<file path="src/rtl/dsp_mul_share_arbiter_pkg.sv">
// rtl/dsp_mul_share_arbiter_pkg.sv - shared widths, id-width helper and tagged request/result types
package dsp_mul_arb_pkg;

    localparam int A_W         = 20;
    localparam int B_W         = 18;
    localparam int P_W         = A_W + B_W;
    localparam int NUM_REQ_MAX = 8;

    function automatic int id_w(input int n);
        return (n > 1) ? $clog2(n) : 1;
    endfunction

    // Tags are sized for the largest supported requester count; the top trims them.
    localparam int ID_W = id_w(NUM_REQ_MAX);

    typedef struct packed {
        logic signed [A_W-1:0] a;
        logic signed [B_W-1:0] b;
        logic [ID_W-1:0]       id;
    } mul_req_t;

    typedef struct packed {
        logic signed [P_W-1:0] p;
        logic signed [B_W-1:0] b;
        logic [ID_W-1:0]       id;
    } mul_res_t;

endpackage

</file>
<file path="src/rtl/dsp_mul_share_arbiter_if.sv">
// rtl/dsp_mul_share_arbiter_if.sv - requester and result handshake bundle for the shared multiplier
interface dsp_mul_share_arbiter_if
    import dsp_mul_arb_pkg::*;
#(
    parameter int NUM_REQ = 4
);
    localparam int IDW = id_w(NUM_REQ);

    logic [NUM_REQ-1:0]     req_valid;
    logic [NUM_REQ-1:0]     req_ready;
    logic [NUM_REQ*A_W-1:0] req_a;
    logic [NUM_REQ*B_W-1:0] req_b;
    logic                   res_valid;
    logic                   res_ready;
    logic signed [P_W-1:0]  res_p;
    logic [IDW-1:0]         res_id;
    logic signed [B_W-1:0]  res_b;

    modport master (
        output req_valid, req_a, req_b, res_ready,
        input  req_ready, res_valid, res_p, res_id, res_b
    );

    modport slave (
        input  req_valid, req_a, req_b, res_ready,
        output req_ready, res_valid, res_p, res_id, res_b
    );

endinterface

</file>
<file path="src/rtl/dsp_mul_share_arbiter_mul.sv">
// rtl/dsp_mul_share_arbiter_mul.sv - LAT-stage signed multiplier carrying valid and tag sideband
module dsp_mul_pipe
    import dsp_mul_arb_pkg::*;
#(
    parameter int LAT = 2
) (
    input  logic     clk,
    input  logic     reset,
    input  logic     in_valid_i,
    input  mul_req_t in_req_i,
    output logic     out_valid_o,
    output mul_res_t out_res_o
);
    logic [LAT-1:0]        valid_q;
    mul_res_t              res_q [LAT];
    logic signed [P_W-1:0] prod;

    assign prod = $signed({{B_W{in_req_i.a[A_W-1]}}, in_req_i.a})
                * $signed({{A_W{in_req_i.b[B_W-1]}}, in_req_i.b});

    always_ff @(posedge clk) begin
        if (reset) begin
            valid_q <= '0;
        end else begin
            valid_q[0] <= in_valid_i;
            for (int i = 1; i < LAT; i++) begin
                valid_q[i] <= valid_q[i-1];
            end
        end
    end

    // Data stages need no reset: the valid bits qualify them.
    always_ff @(posedge clk) begin
        res_q[0] <= '{p: prod, b: in_req_i.b, id: in_req_i.id};
        for (int i = 1; i < LAT; i++) begin
            res_q[i] <= res_q[i-1];
        end
    end

    assign out_valid_o = valid_q[LAT-1];
    assign out_res_o   = res_q[LAT-1];

endmodule

</file>
<file path="src/rtl/dsp_mul_share_arbiter.sv">
// rtl/dsp_mul_share_arbiter.sv - credit-guarded arbiter, shared multiplier and result FIFO
// Define DSP_MUL_ARB_RR_EN for round-robin arbitration; otherwise fixed priority (lowest index wins).
module dsp_mul_share_arbiter
    import dsp_mul_arb_pkg::*;
#(
    parameter int NUM_REQ    = 4,
    parameter int LAT        = 2,
    parameter int FIFO_DEPTH = 4
) (
    input  logic                   clk,
    input  logic                   reset,
    dsp_mul_share_arbiter_if.slave bus
);
    localparam int IDW  = id_w(NUM_REQ);
    localparam int CW   = $clog2(FIFO_DEPTH + 1);
    localparam int PTRW = (FIFO_DEPTH > 1) ? $clog2(FIFO_DEPTH) : 1;

    logic [NUM_REQ-1:0] grant;
    logic [IDW-1:0]     grant_idx;
    logic               arb_found;
    logic               accept;
    mul_req_t           issue_req;
    logic               pipe_valid;
    mul_res_t           pipe_res;
    logic [CW-1:0]      credits_q, credits_d;
    mul_res_t           mem_q [FIFO_DEPTH];
    logic [PTRW-1:0]    wr_ptr_q, rd_ptr_q;
    logic [CW-1:0]      count_q, count_d;
    logic               fifo_valid;
    logic               pop;
    mul_res_t           head;
    logic               unused_head_id;

`ifdef DSP_MUL_ARB_RR_EN
    logic [IDW-1:0] ptr_q;

    always_ff @(posedge clk) begin
        if (reset) begin
            ptr_q <= IDW'(NUM_REQ - 1);
        end else if (accept) begin
            ptr_q <= grant_idx;
        end
    end

    // Walk ptr+1 .. ptr+NUM_REQ on a doubled ring so the indices stay loop constants.
    always_comb begin
        grant     = '0;
        grant_idx = '0;
        arb_found = 1'b0;
        if (!reset && credits_q != '0) begin
            for (int i = 1; i < 2 * NUM_REQ; i++) begin
                if (!arb_found && i > int'(ptr_q) && i <= int'(ptr_q) + NUM_REQ
                    && bus.req_valid[i % NUM_REQ]) begin
                    arb_found              = 1'b1;
                    grant[i % NUM_REQ]     = 1'b1;
                    grant_idx              = IDW'(i % NUM_REQ);
                end
            end
        end
    end
`else
    always_comb begin
        grant     = '0;
        grant_idx = '0;
        arb_found = 1'b0;
        if (!reset && credits_q != '0) begin
            for (int i = 0; i < NUM_REQ; i++) begin
                if (!arb_found && bus.req_valid[i]) begin
                    arb_found = 1'b1;
                    grant[i]  = 1'b1;
                    grant_idx = IDW'(i);
                end
            end
        end
    end
`endif

    assign bus.req_ready = grant;
    assign accept        = |grant;
    assign issue_req     = '{a:  bus.req_a[grant_idx*A_W +: A_W],
                             b:  bus.req_b[grant_idx*B_W +: B_W],
                             id: ID_W'(grant_idx)};

    dsp_mul_pipe #(.LAT(LAT)) u_pipe (
        .clk        (clk),
        .reset      (reset),
        .in_valid_i (accept),
        .in_req_i   (issue_req),
        .out_valid_o(pipe_valid),
        .out_res_o  (pipe_res)
    );

    // A credit covers one FIFO slot from accept until that product is popped.
    always_comb begin
        credits_d = credits_q;
        if (accept && !pop) begin
            credits_d = credits_q - CW'(1);
        end else if (pop && !accept) begin
            credits_d = credits_q + CW'(1);
        end
    end

    always_comb begin
        count_d = count_q;
        if (pipe_valid && !pop) begin
            count_d = count_q + CW'(1);
        end else if (pop && !pipe_valid) begin
            count_d = count_q - CW'(1);
        end
    end

    always_ff @(posedge clk) begin
        if (reset) begin
            credits_q <= CW'(FIFO_DEPTH);
            count_q   <= '0;
            wr_ptr_q  <= '0;
            rd_ptr_q  <= '0;
        end else begin
            credits_q <= credits_d;
            count_q   <= count_d;
            if (pipe_valid) begin
                wr_ptr_q <= (wr_ptr_q == PTRW'(FIFO_DEPTH - 1)) ? '0 : wr_ptr_q + PTRW'(1);
            end
            if (pop) begin
                rd_ptr_q <= (rd_ptr_q == PTRW'(FIFO_DEPTH - 1)) ? '0 : rd_ptr_q + PTRW'(1);
            end
        end
    end

    always_ff @(posedge clk) begin
        if (pipe_valid) begin
            mem_q[wr_ptr_q] <= pipe_res;
        end
    end

    assign head           = mem_q[rd_ptr_q];
    assign fifo_valid     = (count_q != '0);
    assign pop            = fifo_valid && bus.res_ready;
    assign unused_head_id = ^head.id;

    assign bus.res_valid = fifo_valid;
    assign bus.res_p     = fifo_valid ? head.p : '0;
    assign bus.res_b     = fifo_valid ? head.b : '0;
    assign bus.res_id    = fifo_valid ? head.id[IDW-1:0] : '0;

endmodule

</file>
<file path="src/flat_wrapper.sv">
// flat-port wrapper written by rule: the top's interface ports become plain ports
module dsp_mul_share_arbiter_flat import dsp_mul_arb_pkg::*;
#(
    parameter int NUM_REQ    = 4,
    parameter int LAT        = 2,
    parameter int FIFO_DEPTH = 4
)
  (clk, reset, bus_req_valid, bus_req_a, bus_req_b, bus_res_ready, bus_req_ready, bus_res_valid, bus_res_p, bus_res_id, bus_res_b);
  dsp_mul_share_arbiter_if #(.NUM_REQ(NUM_REQ)) bus_i ();
  input  logic clk;
  input  logic reset;
  input wire logic [$bits(bus_i.req_valid)-1:0] bus_req_valid;
  input wire logic [$bits(bus_i.req_a)-1:0] bus_req_a;
  input wire logic [$bits(bus_i.req_b)-1:0] bus_req_b;
  input wire logic [$bits(bus_i.res_ready)-1:0] bus_res_ready;
  output wire logic [$bits(bus_i.req_ready)-1:0] bus_req_ready;
  output wire logic [$bits(bus_i.res_valid)-1:0] bus_res_valid;
  output wire logic [$bits(bus_i.res_p)-1:0] bus_res_p;
  output wire logic [$bits(bus_i.res_id)-1:0] bus_res_id;
  output wire logic [$bits(bus_i.res_b)-1:0] bus_res_b;
  assign bus_i.req_valid = bus_req_valid;
  assign bus_i.req_a = bus_req_a;
  assign bus_i.req_b = bus_req_b;
  assign bus_i.res_ready = bus_res_ready;
  assign bus_req_ready = bus_i.req_ready;
  assign bus_res_valid = bus_i.res_valid;
  assign bus_res_p = bus_i.res_p;
  assign bus_res_id = bus_i.res_id;
  assign bus_res_b = bus_i.res_b;
  dsp_mul_share_arbiter #(.NUM_REQ(NUM_REQ), .LAT(LAT), .FIFO_DEPTH(FIFO_DEPTH)) u_core (.clk(clk), .reset(reset), .bus(bus_i));
endmodule
</file>
<file path="config.mk">
export PLATFORM = sky130hd
export DESIGN_NAME = dsp_mul_share_arbiter_flat
export DESIGN_NICKNAME = d
export VERILOG_FILES = /design/src/rtl/dsp_mul_share_arbiter_pkg.sv /design/src/rtl/dsp_mul_share_arbiter_if.sv /design/src/rtl/dsp_mul_share_arbiter_mul.sv /design/src/rtl/dsp_mul_share_arbiter.sv /design/src/flat_wrapper.sv
export SDC_FILE = /design/constraint.sdc
export NUM_CORES = 1
export LEC_CHECK = 0
export CAP_MARGIN = 5
export CORE_MARGIN = 4
export CORE_UTILIZATION = 45
export CTS_CLUSTER_DIAMETER = 80
export DETAILED_ROUTE_END_ITERATION = 7
export GPL_TIMING_DRIVEN = 0
export MAX_ROUTING_LAYER = met4
export SYNTH_ARGS = -nofsm -noshare
export SYNTH_HDL_FRONTEND = slang
export SYNTH_SLANG_ARGS = --single-unit
</file>
<file path="constraint.sdc">
create_clock -name clk -period 9.7 [get_ports clk]
set_input_delay 1.94 -clock clk [delete_from_list [all_inputs] [get_ports clk]]
set_output_delay 1.94 -clock clk [all_outputs]
set_load 0.02 [all_outputs]
</file>
==> impl_metrics.ini, run 1 <==
[finish]
drive_above_1_share_pct = 11.9
fillers = 5130
final_area_um2 = 31300
finalNonFillerCells = 3331
area_growth_pct = 18.5
layout.nets = 3164
utilization_pct = 54.0

[floorplanning]
die_w_um = 250
design.core.area_um2 = 57900
die_y_um = 250
ios = 222
die-area_um2 = 62600
fp-row-count = 88
start_util_pct = 45.6

[synthesis]
synth-simple-area-share_pct = 10.0
synth_cell_types = 63
seq_area_frac_synth_pct = 36.3
synth_fp_nets = 2884
syn_area_um2 = 26400
async_flop_share_pct = 0
ys.flop_type = edfxtp_1
yosys-top-cells-area = fa_1 28%, edfxtp_1 26%, dfxtp_1 9.9%
yosysTopAreaCellShare_pct = 27.5
yosysTopAreaCell = fa_1
synthMuxAreaShare_pct = 5.33
synth_compound_area_share_pct = 6.46
synth_enable_flop_cells = 232
synth_xor_area_share_pct = 1.33
syn_inst = 2258
synthTopCellsByCount = 432 x inv_1, 363 x fa_1, 246 x nand2_1, 232 x edfxtp_1, 208 x nor2_1
synth_fa_ha_area_share_pct = 32.5
synth_top_family_by_area = adder cells
yosys_warnings = 0
yosysMostFrequentCell = inv_1
synth-seq-cells = 362
avgSynthCellArea_um2 = 11.7

[clocking]
cts_tree = done
clock_latency_ns = 0.53
ctsHoldBuffers = 0
clockBufferDepth = 3
cts_buffers = 35
cts_sinks = 362
cts-root-buf = clkbuf_16
clk_pin_slew_ns = 0.06
h-tree-depth = 2

[placement]
portBuffers = 221
dp.cells = 3248
globalplace.congestion = 0.985
postPlaceCellArea_um2 = 29700
place_hpwl_mm = 56.7

[sta]
fin_skew_ns = 0.0163
holdWs_ns = 0.321
fmax_mhz = 107
hold_viol = 0
tightest_slew_ns = 1.07
setup_viol = 0
max_slew_margin_pct = 28.5
period_needed_ns = 9.38
drv_slew = 0
period_share_pct = 96.7

[worst_hold_path]
min_path_type = register to register

[drt]
via_per_inst = 5.17
drtIter0Drc = 1131
ant_nets = 0
wl_per_cell_um = 21.3
drcViolationCount = 0
drt_wl_total_mm = 71.1
via_count = 17200
drt_pass1_iterations = 6

[global_route]
grt_usage_pct = 23.8
grt_pass1_wl_mm = 111
antenna_found_initial = 2
grt_pass1_vias = 18700
grt_overflow = 0
grt_start_max_net_pins = 50

[worst_setup_path]
critPathArrivalTime_ns = 9.77
worstSetupStartpointType = primary input
cp-end-kind = register
r2r_setup_slack_ns = 1.36
crit_type = primary input to register
required_ns = 10.09
path_max_fanout = 10

[run_status]
status = finished clean

[flow_run]
max_cap_viol_count = 0
layout make-up:
class / instances / area [µm²] / area share [%]
clock inverter: 17 / 283 / 0.904
inverter: 443 / 1670 / 5.34
buffer: 85 / 508 / 1.62
sequential: 362 / 9570 / 30.6
antenna: 1 / 2.50 / 0.00800
timing repair buffer: 243 / 2450 / 7.84
clock buffer: 47 / 993 / 3.18
multi-input combinational: 1368 / 14800 / 47.5
tap: 765 / 957 / 3.06
cell usage in the layout (no fill, tap or decap), types with 45 or more instances in the layout:
| cell type | synthesis | final |
|---|---|---|
| edfxtp_1 | 232 | 232 |
| fa_1 | 363 | 362 |
| inv_1 | 432 | 430 |
| a21oi_1 | 48 | 45 |
| and2_1 | 78 | 74 |
| clkdlybuf4s50_1 | 0 | 220 |
| mux4_2 | 58 | 58 |
| ha_1 | 104 | 103 |
| dfxtp_1 | 130 | 130 |
| nor2_1 | 208 | 207 |
| nand2_1 | 246 | 246 |
per-layer routing:
layer | part of all wire, % | track usage (%)
met1 | 43 | 32.0
met2 | 47 | 37.8
met3 | 6.8 | 3.74
met4 | 3.5 | 7.32
met5 | 0 | -
cells by family after synthesis:
family / Yosys count
AND/OR/NAND/NOR: 603
XOR/XNOR: 40
buffers and inverters: 528
adder cells (fa/ha/maj): 467
flip-flops: 362
multiplexers: 68
AO/OA/AOI/OAI: 190
worst max-delay path, cell delays in order:
cell	delay [ns]
clkdlybuf4s50_1	0.50
nor2_2	0.22
and4b_4	0.29
or2_1	0.10
clkbuf_4	0.22
buf_6	0.20
a21oi_1	0.09
a221oi_4	0.37
buf_4	0.31
nor2_1	0.10
fa_1	0.57
inv_1	0.06
fa_1	0.47
fa_1	0.42
fa_1	0.60
inv_1	0.09
fa_1	0.53
inv_1	0.05
fa_1	0.47
inv_1	0.04
ha_1	0.35
a21oi_1	0.22
nor2_1	0.09
a211oi_2	0.44
a211oi_2	0.20
o21ai_2	0.30
a31oi_1	0.14
a311oi_2	0.38
final timing paths:
| path | startpoint | end | cells after the start |
|---|---|---|---|
| setup / recovery | bus_req_valid[0] | u_core.u_pipe.res_q[0][58]$_DFF_P_ | 28 |
| setup reg to reg | u_core.credits_q[0]$_SDFFE_PP0P_ | u_core.u_pipe.res_q[0][58]$_DFF_P_ | 28 |
| hold reg to reg | u_core.u_pipe.res_q[0][28]$_DFF_P_ | u_core.u_pipe.res_q[0][87]$_DFF_P_ | 0 |
| hold / removal | u_core.u_pipe.res_q[0][28]$_DFF_P_ | u_core.u_pipe.res_q[0][87]$_DFF_P_ | 0 |
flip-flops by register name, summed over array words and instances (netlist names), named ones only:
| signal | count |
|---|---|
| u_core.count_q | 3 |
| u_core.credits_q | 3 |
| u_core.u_pipe.res_q | 116 |
| u_core.u_pipe.valid_q | 2 |
| u_core.mem_q | 232 |
| u_core.wr_ptr_q | 2 |
| u_core.rd_ptr_q | 2 |
what timing repair did:
item	in CTS	in global routing
endpoints found under the setup margin	16	8
buffers inserted	5	13
pin swaps	0	2
resized for setup	18	23
stage by stage:
| stage | TNS [ns] | setup WS, ns |
|---|---|---|
| after global routing | -0.00355 | -0.00355 |
| after detailed placement | -15.33 | -1.32 |
| after CTS | 0 | 0.122 |
| after floorplan | 0 | 1.00 |
| after global placement | -14.65 | -1.33 |
| final | 0 | 0.319 |
Power of run 1 is left out: the tool's default activity adds up to more than one toggle a clock period on the data nets, which glitch-free logic cannot reach.
==> run 2, diff against run 1 <==
--- a/config.mk
+++ b/config.mk
@@ -6,12 +6,13 @@
 export NUM_CORES = 1
 export LEC_CHECK = 0
 export CAP_MARGIN = 5
-export CORE_MARGIN = 4
+export CORE_MARGIN = 5
 export CORE_UTILIZATION = 45
 export CTS_CLUSTER_DIAMETER = 80
 export DETAILED_ROUTE_END_ITERATION = 7
 export GPL_TIMING_DRIVEN = 0
 export MAX_ROUTING_LAYER = met4
+export SLEW_MARGIN = 20
 export SYNTH_ARGS = -nofsm -noshare
 export SYNTH_HDL_FRONTEND = slang
 export SYNTH_SLANG_ARGS = --single-unit
==> impl_metrics.ini, run 2 (synthesized netlist as in run 1, its figures left out) <==
[sta]
fmax_mhz = 106
period_share_pct = 97.6
setup_viol = 0
max_slew_margin_pct = 30.9
hold_viol = 0
tightest_slew_ns = 1.04
drv_slew = 0
period_needed_ns = 9.47
holdWs_ns = 0.322
fin_skew_ns = 0.0107

[worst_setup_path]
worstSetupStartpointType = primary input
crit_slowest_cell = fa_2
path_common_cell = fa_1
path_max_fanout = 10
critPathArrivalTime_ns = 9.86
crit_type = primary input to register
cp-end-kind = register
required_ns = 10.09
slowest_delay_ns = 0.74

[drt]
via_count = 17300
wl_per_cell_um = 21.5
drcViolationCount = 0
drt_pass1_iterations = 5
ant_nets = 0
drt_wl_total_mm = 71.7
drtIter0Drc = 1191
via_per_inst = 5.20

[global_route]
grt_pass1_vias = 18900
grt_overflow = 0
grt_usage_pct = 23.7
grt_start_max_net_pins = 37
grt_pass1_wl_mm = 112
antenna_found_initial = 1

[placement]
globalplace.congestion = 0.995
dp.cells = 3248
place_hpwl_mm = 57.2
portBuffers = 221

[finish]
finalNonFillerCells = 3335
layout.nets = 3165
final_common_cell = inv_1
area_growth_pct = 18.0
largest_reg_flops = 232
final_cell_mix = 431 x inv_1, 362 x fa_1, 246 x nand2_1, 232 x edfxtp_1, 220 x clkdlybuf4s50_1
regMostFlops = u_core.mem_q
utilization_pct = 53.8
largest_registers = u_core.mem_q x232, u_core.u_pipe.res_q x116
drive_above_1_share_pct = 11.8

[run_status]
status = finished clean

[clocking]
cts_tree = done
clock_latency_ns = 0.54
cts_buffers = 37
h-tree-depth = 2
cts-root-buf = clkbuf_16
clockBufferDepth = 3
clk_pin_slew_ns = 0.06
cts_sinks = 362

[worst_hold_path]
min_path_type = register to register

[floorplanning]
die_w_um = 252
start_util_pct = 45.6
design.core.area_um2 = 57900
fp-row-count = 88
die-area_um2 = 63600
die_y_um = 252
ios = 222

[flow_run]
max_cap_viol_count = 0
[run 2: cell count changes in the layout (fill, tap and decap cells not counted), sizes merged]
cell and delta:
buf -2, bufinv -6, clkbuf +7, diode +1
dlygate4sd2 +1, inv +3
[run 2: cell type report]
| cell class | count | area [µm²] |
|---|---|---|
| fillers | 5111 | 26800 |
| multi-input cells | 1368 | 14800 |
| flip-flops and latches | 362 | 9570 |
| repair buffers | 242 | 2450 |
| inverters | 443 | 1670 |
| clock buffers | 54 | 1090 |
| well taps | 765 | 957 |
| plain buffers | 85 | 509 |
| clock inverters | 14 | 100 |
| diodes | 2 | 5.00 |
[run 2: routing by layer]
layer  wire [µm]  share of wire (%)  vias up  track usage (%)
met1       31300                 44     8888             32.1
met3        4210                5.9      106             3.38
met5           0                  0        -                -
met4        1910                2.7        0             6.09
met2       34300                 48      552             38.4
li1            -                  -     7785                -
[run 2: path summary, 6_finish.rpt]
kind | startpoint | cells past startpoint | slack [ns] | end
max reg2reg | u_core.credits_q[2]$_SDFFE_PP1P_ | 29 | 1.19 | u_core.u_pipe.res_q[0][58]$_DFF_P_
min reg2reg | u_core.u_pipe.res_q[0][46]$_DFF_P_ | 0 | 0.32 | u_core.u_pipe.res_q[0][105]$_DFF_P_
min | u_core.u_pipe.res_q[0][46]$_DFF_P_ | 0 | 0.32 | u_core.u_pipe.res_q[0][105]$_DFF_P_
max | bus_req_valid[0] | 29 | 0.23 | u_core.u_pipe.res_q[0][58]$_DFF_P_
[run 2: critical path: cells and delay by family]
kind | cells | cell delay [ns]
buffers and inverters | 8 | 1.81
and+or+nand+nor | 8 | 1.20
adders and majority gates | 7 | 3.60
AOI/OAI and AO/OA | 6 | 1.29
[run 2: through the flow]
step	setup TNS (ns)	setup slack [ns]	area, µm²
after floorplan	0	1.00	26400
after global placement	-14.46	-1.35	29600
after detailed placement	-15.68	-1.40	29700
after CTS	0	0.189	31000
after global routing	-0.00329	-0.00329	31200
final	0	0.234	31200
[run 2: timing repair]
action	4_1_cts	5_1_grt
buffers inserted	6	9
hold buffers	0	0
cloned	0	0
setup endpoints to repair	15	9
pin swaps	1	2
gates resized for setup	19	14
endpoints found under the hold margin	0	0
Power of run 2 is left out for the same reason.
